## config.mk

```make
export PLATFORM = sky130hd
export DESIGN_NAME = id_ex_issue
export DESIGN_NICKNAME = d
export VERILOG_FILES = /design/src/rtl/dlx_pkg.sv /design/src/rtl/fwd_mux.sv /design/src/rtl/id_ex_issue.sv
export SDC_FILE = /design/constraint.sdc
export NUM_CORES = 1
export LEC_CHECK = 0
export ABC_AREA = 0
export CAP_MARGIN = 0
export CORE_MARGIN = 2
export CORE_UTILIZATION = 40
export CTS_CLUSTER_DIAMETER = 100
export DETAILED_ROUTE_END_ITERATION = 8
export GPL_TIMING_DRIVEN = 0
export PLACE_DENSITY = 0.77
export SETUP_SLACK_MARGIN = 0.15
export SLEW_MARGIN = 20
export SYNTH_ARGS = -nofsm -noshare
export SYNTH_HDL_FRONTEND = slang
export SYNTH_SLANG_ARGS = --single-unit
```

## constraint.sdc

```tcl
create_clock -name clk -period 7.7 [get_ports clk]
set_input_delay 2.31 -clock clk [delete_from_list [all_inputs] [get_ports clk]]
set_output_delay 2.31 -clock clk [all_outputs]
set_load 0.05 [all_outputs]
```

## src/rtl/dlx_pkg.sv

```systemverilog
// Shared DLX integer-pipeline definitions: ALU opcodes, register constants,
// issue-stage FSM encoding and the ID/EX register layout.
package dlx_pkg;

  localparam logic [4:0] OP_AND  = 5'd0;
  localparam logic [4:0] OP_OR   = 5'd1;
  localparam logic [4:0] OP_ADD  = 5'd2;
  localparam logic [4:0] OP_SUB  = 5'd3;
  localparam logic [4:0] OP_XOR  = 5'd4;
  localparam logic [4:0] OP_SLL  = 5'd5;
  localparam logic [4:0] OP_SRL  = 5'd6;
  localparam logic [4:0] OP_SLTU = 5'd7;
  localparam logic [4:0] OP_SLT  = 5'd8;
  localparam logic [4:0] OP_SGE  = 5'd9;
  localparam logic [4:0] OP_ADDF = 5'd15;

  localparam logic [4:0] REG_ZERO = 5'd0;

  localparam logic [0:0] ST_RUN    = 1'b0;
  localparam logic [0:0] ST_FPBUSY = 1'b1;

  // An all-zero value of this struct is a pipeline bubble.
  typedef struct packed {
    logic        valid;
    logic        wen;
    logic        is_load;
    logic        use_imm;
    logic [4:0]  op;
    logic [4:0]  rs;
    logic [4:0]  rt;
    logic [4:0]  rd;
    logic [31:0] rs_val;
    logic [31:0] rt_val;
    logic [31:0] imm;
  } ex_reg_t;

endpackage

```

## src/rtl/fwd_mux.sv

```systemverilog
// Two-source priority forwarding select: EX/MEM beats MEM/WB beats the
// register-file value; r0 is never forwarded.
module fwd_mux
  import dlx_pkg::*;
(
  input  logic [4:0]  idx,
  input  logic [31:0] rf_val,
  input  logic        exm_wen,
  input  logic [4:0]  exm_rd,
  input  logic [31:0] exm_result,
  input  logic        mwb_wen,
  input  logic [4:0]  mwb_rd,
  input  logic [31:0] mwb_result,
  output logic [31:0] val
);

  always_comb begin
    val = rf_val;
    if (idx != REG_ZERO) begin
      if (exm_wen && (exm_rd == idx)) begin
        val = exm_result;
      end else if (mwb_wen && (mwb_rd == idx)) begin
        val = mwb_result;
      end
    end
  end

endmodule

```

## src/rtl/id_ex_issue.sv

```systemverilog
// ID/EX register with operand forwarding, load-use bubble and branch flush.
// Define FP_STALL_EN to hold EX for FP_LAT cycles on Addf.
module id_ex_issue
  import dlx_pkg::*;
#(
  parameter int unsigned FP_LAT = 3
) (
  input  logic        clk,
  input  logic        rst,
  input  logic        id_valid,
  input  logic [4:0]  id_op,
  input  logic [4:0]  id_rs,
  input  logic [4:0]  id_rt,
  input  logic [4:0]  id_rd,
  input  logic [31:0] id_rs_val,
  input  logic [31:0] id_rt_val,
  input  logic [31:0] id_imm,
  input  logic        id_use_imm,
  input  logic        id_uses_rt,
  input  logic        id_is_load,
  input  logic        id_wen,
  input  logic        flush,
  input  logic        exm_wen,
  input  logic [4:0]  exm_rd,
  input  logic [31:0] exm_result,
  input  logic        mwb_wen,
  input  logic [4:0]  mwb_rd,
  input  logic [31:0] mwb_result,
  output logic        id_stall,
  output logic [31:0] alu_a,
  output logic [31:0] alu_b,
  output logic [4:0]  alu_op,
  output logic        ex_valid,
  output logic        ex_wen,
  output logic        ex_is_load,
  output logic [4:0]  ex_rd,
  output logic [31:0] ex_store_data,
  output logic        ex_adv
);

  ex_reg_t     ex_q, ex_d, id_fields;
  logic [31:0] fwd_a, fwd_b, b_sel;
  logic        hazard, advance;

  fwd_mux u_fwd_rs (
    .idx        (ex_q.rs),
    .rf_val     (ex_q.rs_val),
    .exm_wen    (exm_wen),
    .exm_rd     (exm_rd),
    .exm_result (exm_result),
    .mwb_wen    (mwb_wen),
    .mwb_rd     (mwb_rd),
    .mwb_result (mwb_result),
    .val        (fwd_a)
  );

  fwd_mux u_fwd_rt (
    .idx        (ex_q.rt),
    .rf_val     (ex_q.rt_val),
    .exm_wen    (exm_wen),
    .exm_rd     (exm_rd),
    .exm_result (exm_result),
    .mwb_wen    (mwb_wen),
    .mwb_rd     (mwb_rd),
    .mwb_result (mwb_result),
    .val        (fwd_b)
  );

  assign b_sel = ex_q.use_imm ? ex_q.imm : fwd_b;

  assign hazard = ex_q.valid && ex_q.is_load && (ex_q.rd != REG_ZERO) && id_valid &&
                  ((id_rs == ex_q.rd) || (id_uses_rt && (id_rt == ex_q.rd)));

  always_comb begin
    id_fields         = '0;
    id_fields.valid   = id_valid;
    id_fields.wen     = id_wen;
    id_fields.is_load = id_is_load;
    id_fields.use_imm = id_use_imm;
    id_fields.op      = id_op;
    id_fields.rs      = id_rs;
    id_fields.rt      = id_rt;
    id_fields.rd      = id_rd;
    id_fields.rs_val  = id_rs_val;
    id_fields.rt_val  = id_rt_val;
    id_fields.imm     = id_imm;
  end

  always_comb begin
    ex_d     = ex_q;
    id_stall = 1'b0;
    if (flush) begin
      ex_d = '0;
    end else if (!advance) begin
      id_stall = 1'b1;
    end else if (hazard) begin
      ex_d     = '0;
      id_stall = 1'b1;
    end else begin
      ex_d = id_fields;
    end
  end

  always_ff @(posedge clk or posedge rst) begin
    if (rst) begin
      ex_q <= '0;
    end else begin
      ex_q <= ex_d;
    end
  end

`ifdef FP_STALL_EN
  logic [0:0]  state_q, state_d;
  logic [7:0]  cnt_q, cnt_d;
  logic [31:0] hold_a_q, hold_b_q;
  logic        busy, first, last, use_hold;

  // cnt counts the remaining EX cycles after the current one.
  assign busy     = (state_q == ST_FPBUSY);
  assign first    = busy && (cnt_q == 8'(FP_LAT - 1));
  assign last     = busy && (cnt_q == 8'd0);
  assign advance  = !busy || last;
  assign use_hold = busy && !first;

  always_comb begin
    state_d = state_q;
    cnt_d   = cnt_q;
    if (flush || (advance && hazard)) begin
      state_d = ST_RUN;
      cnt_d   = 8'd0;
    end else if (!advance) begin
      cnt_d = cnt_q - 8'd1;
    end else if (id_valid && (id_op == OP_ADDF)) begin
      state_d = ST_FPBUSY;
      cnt_d   = 8'(FP_LAT - 1);
    end else begin
      state_d = ST_RUN;
      cnt_d   = 8'd0;
    end
  end

  always_ff @(posedge clk or posedge rst) begin
    if (rst) begin
      state_q  <= ST_RUN;
      cnt_q    <= 8'd0;
      hold_a_q <= '0;
      hold_b_q <= '0;
    end else begin
      state_q <= state_d;
      cnt_q   <= cnt_d;
      if (first) begin
        hold_a_q <= fwd_a;
        hold_b_q <= b_sel;
      end
    end
  end

  assign alu_a  = use_hold ? hold_a_q : fwd_a;
  assign alu_b  = use_hold ? hold_b_q : b_sel;
  assign ex_adv = advance;
`else
  logic unused_fp_lat;
  assign unused_fp_lat = ^FP_LAT;
  assign advance       = 1'b1;
  assign alu_a         = fwd_a;
  assign alu_b         = b_sel;
  assign ex_adv        = 1'b1;
`endif

  assign alu_op        = ex_q.op;
  assign ex_valid      = ex_q.valid;
  assign ex_wen        = ex_q.wen && ex_q.valid;
  assign ex_is_load    = ex_q.is_load;
  assign ex_rd         = ex_q.rd;
  assign ex_store_data = fwd_b;

endmodule

```

==> impl_metrics.py <==
metrics = {
    "timing": {
        "hold_viol": 0,
        "period_needed_ps": 7498,
        "slew_headroom": 0.4721,
        "finalCritPeriodShare": 0.9738,
        "setup_viol": 0,
        "tightest_slew_ps": 791.8,
        "holdWs_ps": 1091,
        "fin_skew_ps": 18.60,
        "totalNegativeSetupSlack_ps": 0,
        "finalWorstSetupSlack_ps": 201.6,
        "max_freq_ghz": 0.1334,
        "rsz0062_at_grt": "true",
        "finalMaxSlewViolations": 0,
    },
    "worst_setup_path": {
        "start_kind": "input pin",
        "crit_arrival_ps": 5190,
        "cp_common_cell": "clkdlybuf4s50_1",
        "cp_max_fo": 10,
        "crit_required_ps": 5390,
        "crit_type": "in2out",
        "end_kind": "output pin",
        "cpMaxStageDelayCell": "clkdlybuf4s50_1",
        "worst_path_largest_cell_delay_ps": 730,
        "cp_cell_sequence": "clkdlybuf4s50_1 -> xnor2_1 -> nand4_1 -> nor2_1 -> clkbuf_4 -> mux2i_2 -> o2bb2ai_2 -> clkdlybuf4s50_1",
    },
    "global_routing": {
        "overflow": 0,
        "grt_pass1_vias": 6804,
        "grt_use_total": 0.2838,
        "antenna_found_initial": 0,
        "grt_pass1_wl_um": 39270,
        "grt_max_degree": 81,
    },
    "logic_synthesis": {
        "syn-instance-count": 735,
        "synth_area_mm2": 0.007044,
        "syn_avg_cell_area_um2": 9.584,
        "synth-seq-cells": 120,
        "synthFlopType": "dfrtp_1",
        "async_reset_ff_frac": 1.000,
        "syn_nets": 935,
        "yosysWarnings": 0,
        "synthDistinctLibCells": 36,
        "synth_seq_area_share": 0.4263,
        "synth_edf_count": 0,
    },
    "placement": {
        "hpwl_um": 21020,
        "numPortBuffers": 309,
        "dpl_cell_area_mm2": 0.01045,
        "dp.cells": 1270,
        "post-place-ws_ps": -74.16,
        "gp_congestion": 0.8804,
    },
    "hold_path": {
        "hp-class": "reg2reg",
    },
    "routing": {
        "drc": 0,
        "via_count": 6780,
        "wl_per_cell_um": 20.70,
        "drtAntennaViolNets": 0,
        "drt_wl_total_um": 26960,
        "first_pass_iters": 5,
        "drt_iter0_drc": 446,
        "drt-vias-per-instance": 5.207,
    },
    "clocking": {
        "cts_tree": "yes",
        "htree_levels": 4,
        "cts_buffers": 17,
        "cts-resized-gates": 26,
        "insertion_delay_ps": 430,
        "cts_root_buf": "clkbuf_16",
        "post_cts_buffers": 0,
        "clock_path_buffers": 2,
        "cts.sinks": 120,
        "clk_pin_slew_ps": 60,
        "ctsHoldBuffers": 0,
    },
    "floorplan": {
        "die_x_um": 136.7,
        "die_area_mm2": 0.01869,
        "start_util": 0.4087,
        "io_pins": 311,
        "core_area_mm2": 0.01724,
        "rows": 48,
        "fp.dieH_um": 136.7,
    },
    "layout": {
        "layoutNonFillerInstCount": 1302,
        "insertedDiodeCount": 0,
        "final_core_util": 0.6516,
        "fill_cells": 1445,
        "nNetsFinal": 1264,
        "layout_common_cells": "clkdlybuf4s50_1 (219), and2_1 (122), dfrtp_1 (120), dlymetal6s2s_1 (71), inv_1 (60)",
        "drive_gt1_frac": 0.1142,
        "design_area_mm2": 0.01123,
        "final_common_cell": "clkdlybuf4s50_1",
        "synthToLayoutAreaGrowth_pct": 59.43,
    },
    "power_and_ir_drop": {
        "finalPower_mw": 1.997,
        "ir_drop_v": 0.0001510,
        "p_per_area_mw_per_mm2": 177.8,
        "p_leak_nw": 5.506,
    },
    "job": {
        "max_cap_violations": 0,
    },
    "outcome": {
        "status": "complete, no violations",
    },
}
==> cells in the mapped netlist (3+ instances only) <==
cell | n | area share
inv_1 | 61 | 0.033
nor2_1 | 8 | 0.0043
buf_2 | 15 | 0.011
nor3_1 | 29 | 0.021
nand3_1 | 16 | 0.011
nand4_1 | 25 | 0.022
buf_4 | 12 | 0.013
mux2i_1 | 32 | 0.045
buf_8 | 3 | 0.0064
buf_1 | 3 | 0.0016
o221ai_1 | 32 | 0.040
clkbuf_2 | 10 | 0.0071
nand2_1 | 40 | 0.021
xor2_1 | 4 | 0.0050
a32oi_1 | 32 | 0.040
o2bb2ai_2 | 30 | 0.064
xnor2_1 | 26 | 0.032
clkbuf_1 | 34 | 0.018
o21ai_0 | 32 | 0.023
nor2b_1 | 32 | 0.028
dfrtp_1 | 120 | 0.43
and2_1 | 122 | 0.11
==> sequential cells by signal (all words and copies together), names as in the netlist <==
register	cells
ex_rd	5
ex_valid	1
ex_is_load	1
ex_q	108
alu_op	5
==> layer usage <==
layer | wire length, um | up-vias | track usage
met4 | 723 | 0 | 0.09433
met5 | 0 | - | 0
li1 | - | 3196 | -
met1 | 11160 | 3231 | 0.3732
met3 | 2124 | 50 | 0.06296
met2 | 12950 | 303 | 0.4636
==> where the power goes <==
| part | leakage, nW | internal (mW) | switching, mW |
|---|---|---|---|
| Combinational | 3.69 | 0.230 | 0.312 |
| Clock | 0.268 | 0.451 | 0.323 |
| Sequential | 1.55 | 0.663 | 0.0178 |
==> final timing paths <==
check,startpoint,endpoint,slack (ps),cells after the start
max reg2reg,ex_rd[1]$_DFF_PP0_,ex_q[94]$_DFF_PP0_,5350,6
max,exm_rd[2],ex_store_data[16],200,8
min in group asynchronous,rst,ex_q[25]$_DFF_PP0_,2270,2
min reg2reg,ex_valid$_DFF_PP0_,ex_q[16]$_DFF_PP0_,1090,4
min,ex_valid$_DFF_PP0_,ex_q[16]$_DFF_PP0_,1090,4
max in group asynchronous,rst,ex_q[67]$_DFF_PP0_,4690,3
==> kinds of logic after synthesis <==
group           after synthesis  share of synthesized area
buf+inv                     139                    0.09076
xor+xnor                     30                    0.03730
mux                          32                    0.04547
flops                       120                     0.4263
other cells                   1                  0.0005323
compound gates              132                     0.1735
simple gates                281                     0.2261
==> cell type report <==
type / instances / area (um^2) / area share
Sequential cell: 120 / 3003 / 0.2674
Tap cell: 225 / 281.5 / 0.02507
Timing Repair Buffer: 310 / 3274 / 0.2916
Clock buffer: 18 / 429.2 / 0.03821
Buffer: 78 / 414.1 / 0.03688
Multi-Input combinational cell: 476 / 3455 / 0.3076
Clock inverter: 14 / 140.1 / 0.01248
Inverter: 61 / 234.0 / 0.02083
==> worst max-delay path: cells and delay by family <==
| family | cells | cell delay, ps |
|---|---|---|
| compound gates | 1 | 120 |
| mux | 1 | 430 |
| buf+inv | 3 | 1680 |
| xor+xnor | 1 | 160 |
| simple gates | 2 | 500 |
Note: power is estimated with default switching activity, not from simulation.
